==> src/rtl/fifo_pkg.sv <==
// Types and helpers shared by the FIFO read-side logic.
// Covers the reader state encoding and the output-buffer admission test.
package fifo_pkg;

    typedef enum logic {
        RD_IDLE  = 1'b0,
        RD_BURST = 1'b1
    } rd_state_t;

    // True when one more read can be issued without overflowing the 2-entry buffer.
    function automatic logic has_room(
        input logic [1:0] occ,
        input logic       inflight,
        input logic       pop
    );
        logic [2:0] w_level;
        w_level = {1'b0, occ} + {2'b00, inflight} - {2'b00, pop};
        return (w_level < 3'd2);
    endfunction

endpackage

==> src/rtl/rd_skid_buf.sv <==
// Two-entry in-order valid/ready buffer.
// The head entry drives the stream outputs directly from registers.
module rd_skid_buf #(
    parameter int DW = 9
) (
    input  logic          clk,
    input  logic          rst,
    input  logic          i_push,
    input  logic [DW-1:0] i_push_data,
    input  logic          i_pop,
    output logic [1:0]    o_occ,
    output logic          o_valid,
    output logic [DW-1:0] o_head
);

    logic [DW-1:0] r_mem [2];
    logic          r_wr_ptr;
    logic          r_rd_ptr;
    logic [1:0]    r_occ;
    logic          w_pop;

    assign w_pop   = i_pop && (r_occ != 2'd0);
    assign o_occ   = r_occ;
    assign o_valid = (r_occ != 2'd0);
    assign o_head  = r_mem[r_rd_ptr];

    // Storage and ring pointers.
    always_ff @(posedge clk or posedge rst) begin
        if (rst) begin
            r_mem[0] <= '0;
            r_mem[1] <= '0;
            r_wr_ptr <= 1'b0;
            r_rd_ptr <= 1'b0;
        end else begin
            if (i_push) begin
                r_mem[r_wr_ptr] <= i_push_data;
                r_wr_ptr        <= ~r_wr_ptr;
            end
            if (w_pop) begin
                r_rd_ptr <= ~r_rd_ptr;
            end
        end
    end

    // Occupancy tracking.
    always_ff @(posedge clk or posedge rst) begin
        if (rst) begin
            r_occ <= 2'd0;
        end else begin
            case ({i_push, w_pop})
                2'b10:   r_occ <= r_occ + 2'd1;
                2'b01:   r_occ <= r_occ - 2'd1;
                default: r_occ <= r_occ;
            endcase
        end
    end

endmodule

==> src/rtl/fifo_burst_reader.sv <==
// Read-side controller for the synchronous FIFO: decides when to pop, issues
// reads, absorbs the FIFO read latency and streams words out with a burst marker.
module fifo_burst_reader
    import fifo_pkg::*;
#(
    parameter int WIDTH   = 8,
    parameter int DEPTH   = 32,
    parameter int BURST   = 4,
    parameter int TIMEOUT = 16
) (
    input  logic                     clk,
    input  logic                     rst,
    input  logic [WIDTH-1:0]         fifo_data,
    input  logic [$clog2(DEPTH)-1:0] fifo_count,
    input  logic                     fifo_empty,
    output logic                     fifo_rd_en,
    input  logic                     flush,
    output logic [WIDTH-1:0]         m_data,
    output logic                     m_valid,
    output logic                     m_last,
    input  logic                     m_ready,
    output logic                     busy
);

    localparam int CW = $clog2(DEPTH);
    localparam int BW = $clog2(BURST + 1);
    localparam int TW = $clog2(TIMEOUT + 1);
    localparam logic [CW-1:0] BURST_C   = CW'(BURST);
    localparam logic [TW-1:0] TIMEOUT_C = TW'(TIMEOUT);

    typedef struct packed {
        logic             last;
        logic [WIDTH-1:0] data;
    } beat_t;

    rd_state_t       r_state;
    rd_state_t       w_state_nxt;
    logic [TW-1:0]   r_timer;
    logic [TW-1:0]   w_timer_nxt;
    logic [BW-1:0]   r_burst_left;
    logic [BW-1:0]   w_burst_left_nxt;
    logic            r_inflight;
    logic            r_inflight_last;
    logic            w_rd_en;
    logic            w_start;
    logic            w_pop;
    logic [CW-1:0]   w_min;
    logic [1:0]      w_occ;
    logic            w_valid;
    beat_t           w_head;
    beat_t           w_push_beat;

    assign w_pop       = w_valid && m_ready;
    assign w_push_beat = '{last: r_inflight_last, data: fifo_data};

    // Next-state, timer and read-issue decisions.
    always_comb begin
        w_state_nxt      = r_state;
        w_timer_nxt      = r_timer;
        w_burst_left_nxt = r_burst_left;
        w_rd_en          = 1'b0;
        w_start          = 1'b0;
        w_min            = (fifo_count < BURST_C) ? fifo_count : BURST_C;
        case (r_state)
            RD_IDLE: begin
                w_start = (fifo_count != '0) &&
                          ((fifo_count >= BURST_C) || (r_timer == TIMEOUT_C) || flush);
                if (w_start) begin
                    w_state_nxt      = RD_BURST;
                    w_burst_left_nxt = w_min[BW-1:0];
                    w_timer_nxt      = '0;
                end else if (fifo_count == '0) begin
                    w_timer_nxt = '0;
                end else if ((fifo_count < BURST_C) && (r_timer != TIMEOUT_C)) begin
                    w_timer_nxt = r_timer + TW'(1);
                end else begin
                    w_timer_nxt = r_timer;
                end
            end
            RD_BURST: begin
                // A read only goes out if its word is guaranteed a buffer slot on arrival.
                w_rd_en = !rst && (r_burst_left != '0) && !fifo_empty &&
                          has_room(w_occ, r_inflight, w_pop);
                if (w_rd_en) begin
                    w_burst_left_nxt = r_burst_left - BW'(1);
                end else begin
                    w_burst_left_nxt = r_burst_left;
                end
                if (w_burst_left_nxt == '0) begin
                    w_state_nxt = RD_IDLE;
                end else begin
                    w_state_nxt = RD_BURST;
                end
            end
            default: begin
                w_state_nxt = RD_IDLE;
            end
        endcase
    end

    // Controller state, timer, burst counter and in-flight tracking.
    always_ff @(posedge clk or posedge rst) begin
        if (rst) begin
            r_state         <= RD_IDLE;
            r_timer         <= '0;
            r_burst_left    <= '0;
            r_inflight      <= 1'b0;
            r_inflight_last <= 1'b0;
        end else begin
            r_state         <= w_state_nxt;
            r_timer         <= w_timer_nxt;
            r_burst_left    <= w_burst_left_nxt;
            r_inflight      <= w_rd_en;
            r_inflight_last <= w_rd_en && (r_burst_left == BW'(1));
        end
    end

    rd_skid_buf #(
        .DW(WIDTH + 1)
    ) u_skid (
        .clk        (clk),
        .rst        (rst),
        .i_push     (r_inflight),
        .i_push_data(w_push_beat),
        .i_pop      (w_pop),
        .o_occ      (w_occ),
        .o_valid    (w_valid),
        .o_head     (w_head)
    );

    assign fifo_rd_en = w_rd_en;
    assign m_valid    = w_valid;
    assign m_data     = w_head.data;
    assign m_last     = w_head.last;
    assign busy       = (r_state == RD_BURST) || r_inflight;

endmodule

==> config.mk <==
export PLATFORM = sky130hd
export DESIGN_NAME = fifo_burst_reader
export DESIGN_NICKNAME = d
export VERILOG_FILES = /design/src/rtl/fifo_pkg.sv /design/src/rtl/rd_skid_buf.sv /design/src/rtl/fifo_burst_reader.sv
export SDC_FILE = /design/constraint.sdc
export NUM_CORES = 1
export LEC_CHECK = 0
export CAP_MARGIN = 15
export CORE_ASPECT_RATIO = 0.7
export CORE_MARGIN = 8
export CORE_UTILIZATION = 47
export CTS_CLUSTER_DIAMETER = 50
export DETAILED_ROUTE_END_ITERATION = 8
export PLACE_DENSITY = 0.81
export SYNTH_ARGS = -nofsm -noshare
export SYNTH_HDL_FRONTEND = slang
export SYNTH_HIERARCHICAL = 1
export SYNTH_SLANG_ARGS = --single-unit
==> constraint.sdc <==
create_clock -name clk -period 3.9 [get_ports clk]
set_input_delay 1.17 -clock clk [delete_from_list [all_inputs] [get_ports clk]]
set_output_delay 1.17 -clock clk [all_outputs]
set_load 0.03 [all_outputs]
==> impl_metrics.env <==
export IMPL_final_setup_skew_ns=0.009321
export IMPL_met3_usage=0.06143
export IMPL_grt_pass1_wl_mm=6.582
export IMPL_drtAntennaViolNets=0
export IMPL_ys_types=38
export IMPL_core_area_um2=3513
export IMPL_r2r_end="r_burst_left[0]"
export IMPL_grt_busiest_layer="met2"
export IMPL_vias_per_cell=5.278
export IMPL_cp_arrival_ns=2.81
export IMPL_die_y_um=66.55
export IMPL_grt_max_degree=23
export IMPL_cp_end_kind="output port"
export IMPL_grt_ovfl_total=0
export IMPL_place_congestion=0.8051
export IMPL_clk_latency_ns=0.29
export IMPL_clock_fmax_ghz=0.2515
export IMPL_finalCriticalPeriod_ns=3.977
export IMPL_die_w_um=88.21
export IMPL_first_pass_iters=4
export IMPL_yosysWarnings=6
export IMPL_crit_path_start_kind="input port"
export IMPL_antenna_cells=0
export IMPL_cts_buffer_depth=2
export IMPL_grtUsageMet2=0.2563
export IMPL_hold_class="register to register"
export IMPL_clock_sinks=33
export IMPL_port_buffers=29
export IMPL_placed_cells=213
export IMPL_io_pins=30
export IMPL_grt_pass1_vias=1389
export IMPL_rsz0062_at_grt="yes"
export IMPL_place_area_um2=2052
export IMPL_syn_inst=136
export IMPL_mappedNetlistArea_um2=1715
export IMPL_cts_buffers=5
export IMPL_use_met1=0.1584
export IMPL_slew_viol_final=0
export IMPL_num_rows=18
export IMPL_synth_net_count=162
export IMPL_layout_common_cells="dfrtp_1, clkdlybuf4s50_1, mux2_2"
export IMPL_hold_viol_final=0
export IMPL_die_area_um2=5870
export IMPL_wl_per_cell_um=16.38
export IMPL_initial_core_util=0.4882
export IMPL_violations="setup timing"
export IMPL_fin_ws_ns=-0.07650
export IMPL_wirelength_mm=3.881
export IMPL_reg2regPathDepth=20
export IMPL_power_leakage_uw=0.001074
export IMPL_worstSetupPathType="input port to output port"
export IMPL_cts_max_level=2
export IMPL_worst_pin_slew_ns=0.8179
export IMPL_clock_root_buffer="clkbuf_8"
export IMPL_cp_required_ns=2.73
export IMPL_status="finished with violations"
export IMPL_area_growth_syn_to_layout_pct=35.16
export IMPL_final_area_um2=2318
export IMPL_dp_hpwl_mm=2.606
export IMPL_finalNetCount=212
export IMPL_drive_gt1_frac=0.3636
export IMPL_min_from="r_timer[4]"
export IMPL_whs_path_depth=1
export IMPL_setup_viol=3
export IMPL_ys_flop_type="dfrtp_1"
export IMPL_grt_usage=0.1481
export IMPL_syn_area_per_cell_um2=12.61
export IMPL_r2r_start="u_skid/o_occ[1]"
export IMPL_peakVddDrop_mv=0.3260
export IMPL_maxSlewHeadroom=0.4541
export IMPL_hold_end="r_timer[4]"
export IMPL_finalNonFillerCells=237
export IMPL_drtIter0Drc=39
export IMPL_cts_tree="built"
export IMPL_vias=1251
export IMPL_drc=0
export IMPL_total_power_uw=1740
export IMPL_cellPowerDensity_nw_per_um2=750.5
export IMPL_drv_cap=0
export IMPL_synth_edf_count=0
export IMPL_ys_seq_area_frac=0.4814
export IMPL_worst_r2r_setup_slack_ns=0.19
export IMPL_ys_seq_elements=33
export IMPL_crit_path_max_fanout=2
export IMPL_fin_crit_sh=1.020
export IMPL_async_reset_ff_frac=1.000
export IMPL_antenna_found_initial=0
export IMPL_final_common_cell="dfrtp_1"
export IMPL_setup_tns_final_ns=-0.09847
export IMPL_clk_pin_slew_worst_paths_ns=0.07
power breakdown:
group | total (uW) | switching (uW) | internal (uW)
clock network | 254 | 131 | 123
logic | 896 | 408 | 488
registers | 590 | 116 | 474
cells by family (layout without fill, tap and decap cells):
group / Yosys count / in the layout / share of synthesized area
and+or+nand+nor: 26 / 26 / 0.09847
DFF: 33 / 33 / 0.4814
adders and majority gates: 8 / 8 / 0.06273
xor gates and xnor gates: 6 / 6 / 0.03064
AOI/OAI and AO/OA: 19 / 19 / 0.07586
muxes: 29 / 29 / 0.2086
buffers and inverters: 15 / 66 / 0.04230
cells in the mapped netlist (2+ instances only):
master    count  area [um2]
a31oi_1       2       12.51
ha_1          7       87.58
buf_6         2       22.52
o21ai_0       3       15.01
a21oi_1       2       10.01
a22oi_1       2       15.01
xor2_1        3       26.28
nand3_1       5       25.02
mux2_4        9       135.1
xnor2_1       3       26.28
mux2i_1       2       20.02
nor2_1        3       11.26
nand2_1       4       15.01
dfrtp_1      33       825.8
o21ai_1       2       10.01
mux2_2       18       202.7
nand2b_1      3       18.77
inv_1        12       45.04
o22a_2        2       20.02
state kept, by name (all words and copies together), names as in the netlist:
signal and flops:
u_skid/r_mem 18, r_timer 5, r_burst_left 3, u_skid/o_occ 2, r_inflight 1, r_inflight_last 1
r_state 1, u_skid/r_rd_ptr 1, u_skid/r_wr_ptr 1
layer usage:
metal / up-vias / share of wire
met5: - / 0
met3: 6 / 0.067
met4: 0 / 0.015
met2: 37 / 0.51
met1: 628 / 0.41
li1: 580 / -
metrics by stage:
step                      setup slack, ns  utilization  hold WS [ns]
after CTS                        -0.08719       0.6553        0.5033
after detailed placement          -0.5616       0.5840        0.4904
final                            -0.07650       0.6599        0.5073
after floorplan                   0.01652            -        0.4448
after global placement            -0.4798       0.5840        0.4651
after global routing              -0.1332       0.6599        0.5307
cell type report:
class / instances / area (um2)
clock buffers: 5 / 68.82
repair buffers: 46 / 439.2
multi-input cells: 88 / 859.6
inverters: 12 / 45.04
flip-flops and latches: 33 / 825.8
well taps: 50 / 62.56
fillers: 272 / 1195
clock inverters: 3 / 17.52
worst max path at each step:
stage	cells after the start	slack, ns	start	end
2_1_floorplan	7	0.02	m_ready	fifo_rd_en
3_3_place_gp	9	-0.48	m_ready	fifo_rd_en
3_5_place_dp	9	-0.56	m_ready	fifo_rd_en
4_1_cts	9	-0.09	m_ready	fifo_rd_en
5_1_grt	9	-0.13	m_ready	fifo_rd_en
6_report	9	-0.08	m_ready	fifo_rd_en
repair_timing:
| action | CTS | global route |
|---|---|---|
| hold buffers | 0 | 0 |
| setup endpoints to repair | 1 | 3 |
| pin swaps | 4 | 1 |
| resized for setup | 15 | 2 |
| buffers inserted | 15 | 2 |
critical path, cell delays in order:
cell and delay (ns):
buf_6 0.09, and2_4 0.14, ha_4 0.20, nand2b_4 0.13, fa_1 0.50, nor4b_4 0.24
nand3_2 0.12, inv_2 0.09, buf_6 0.12
Note: power is estimated with default switching activity, not from simulation.
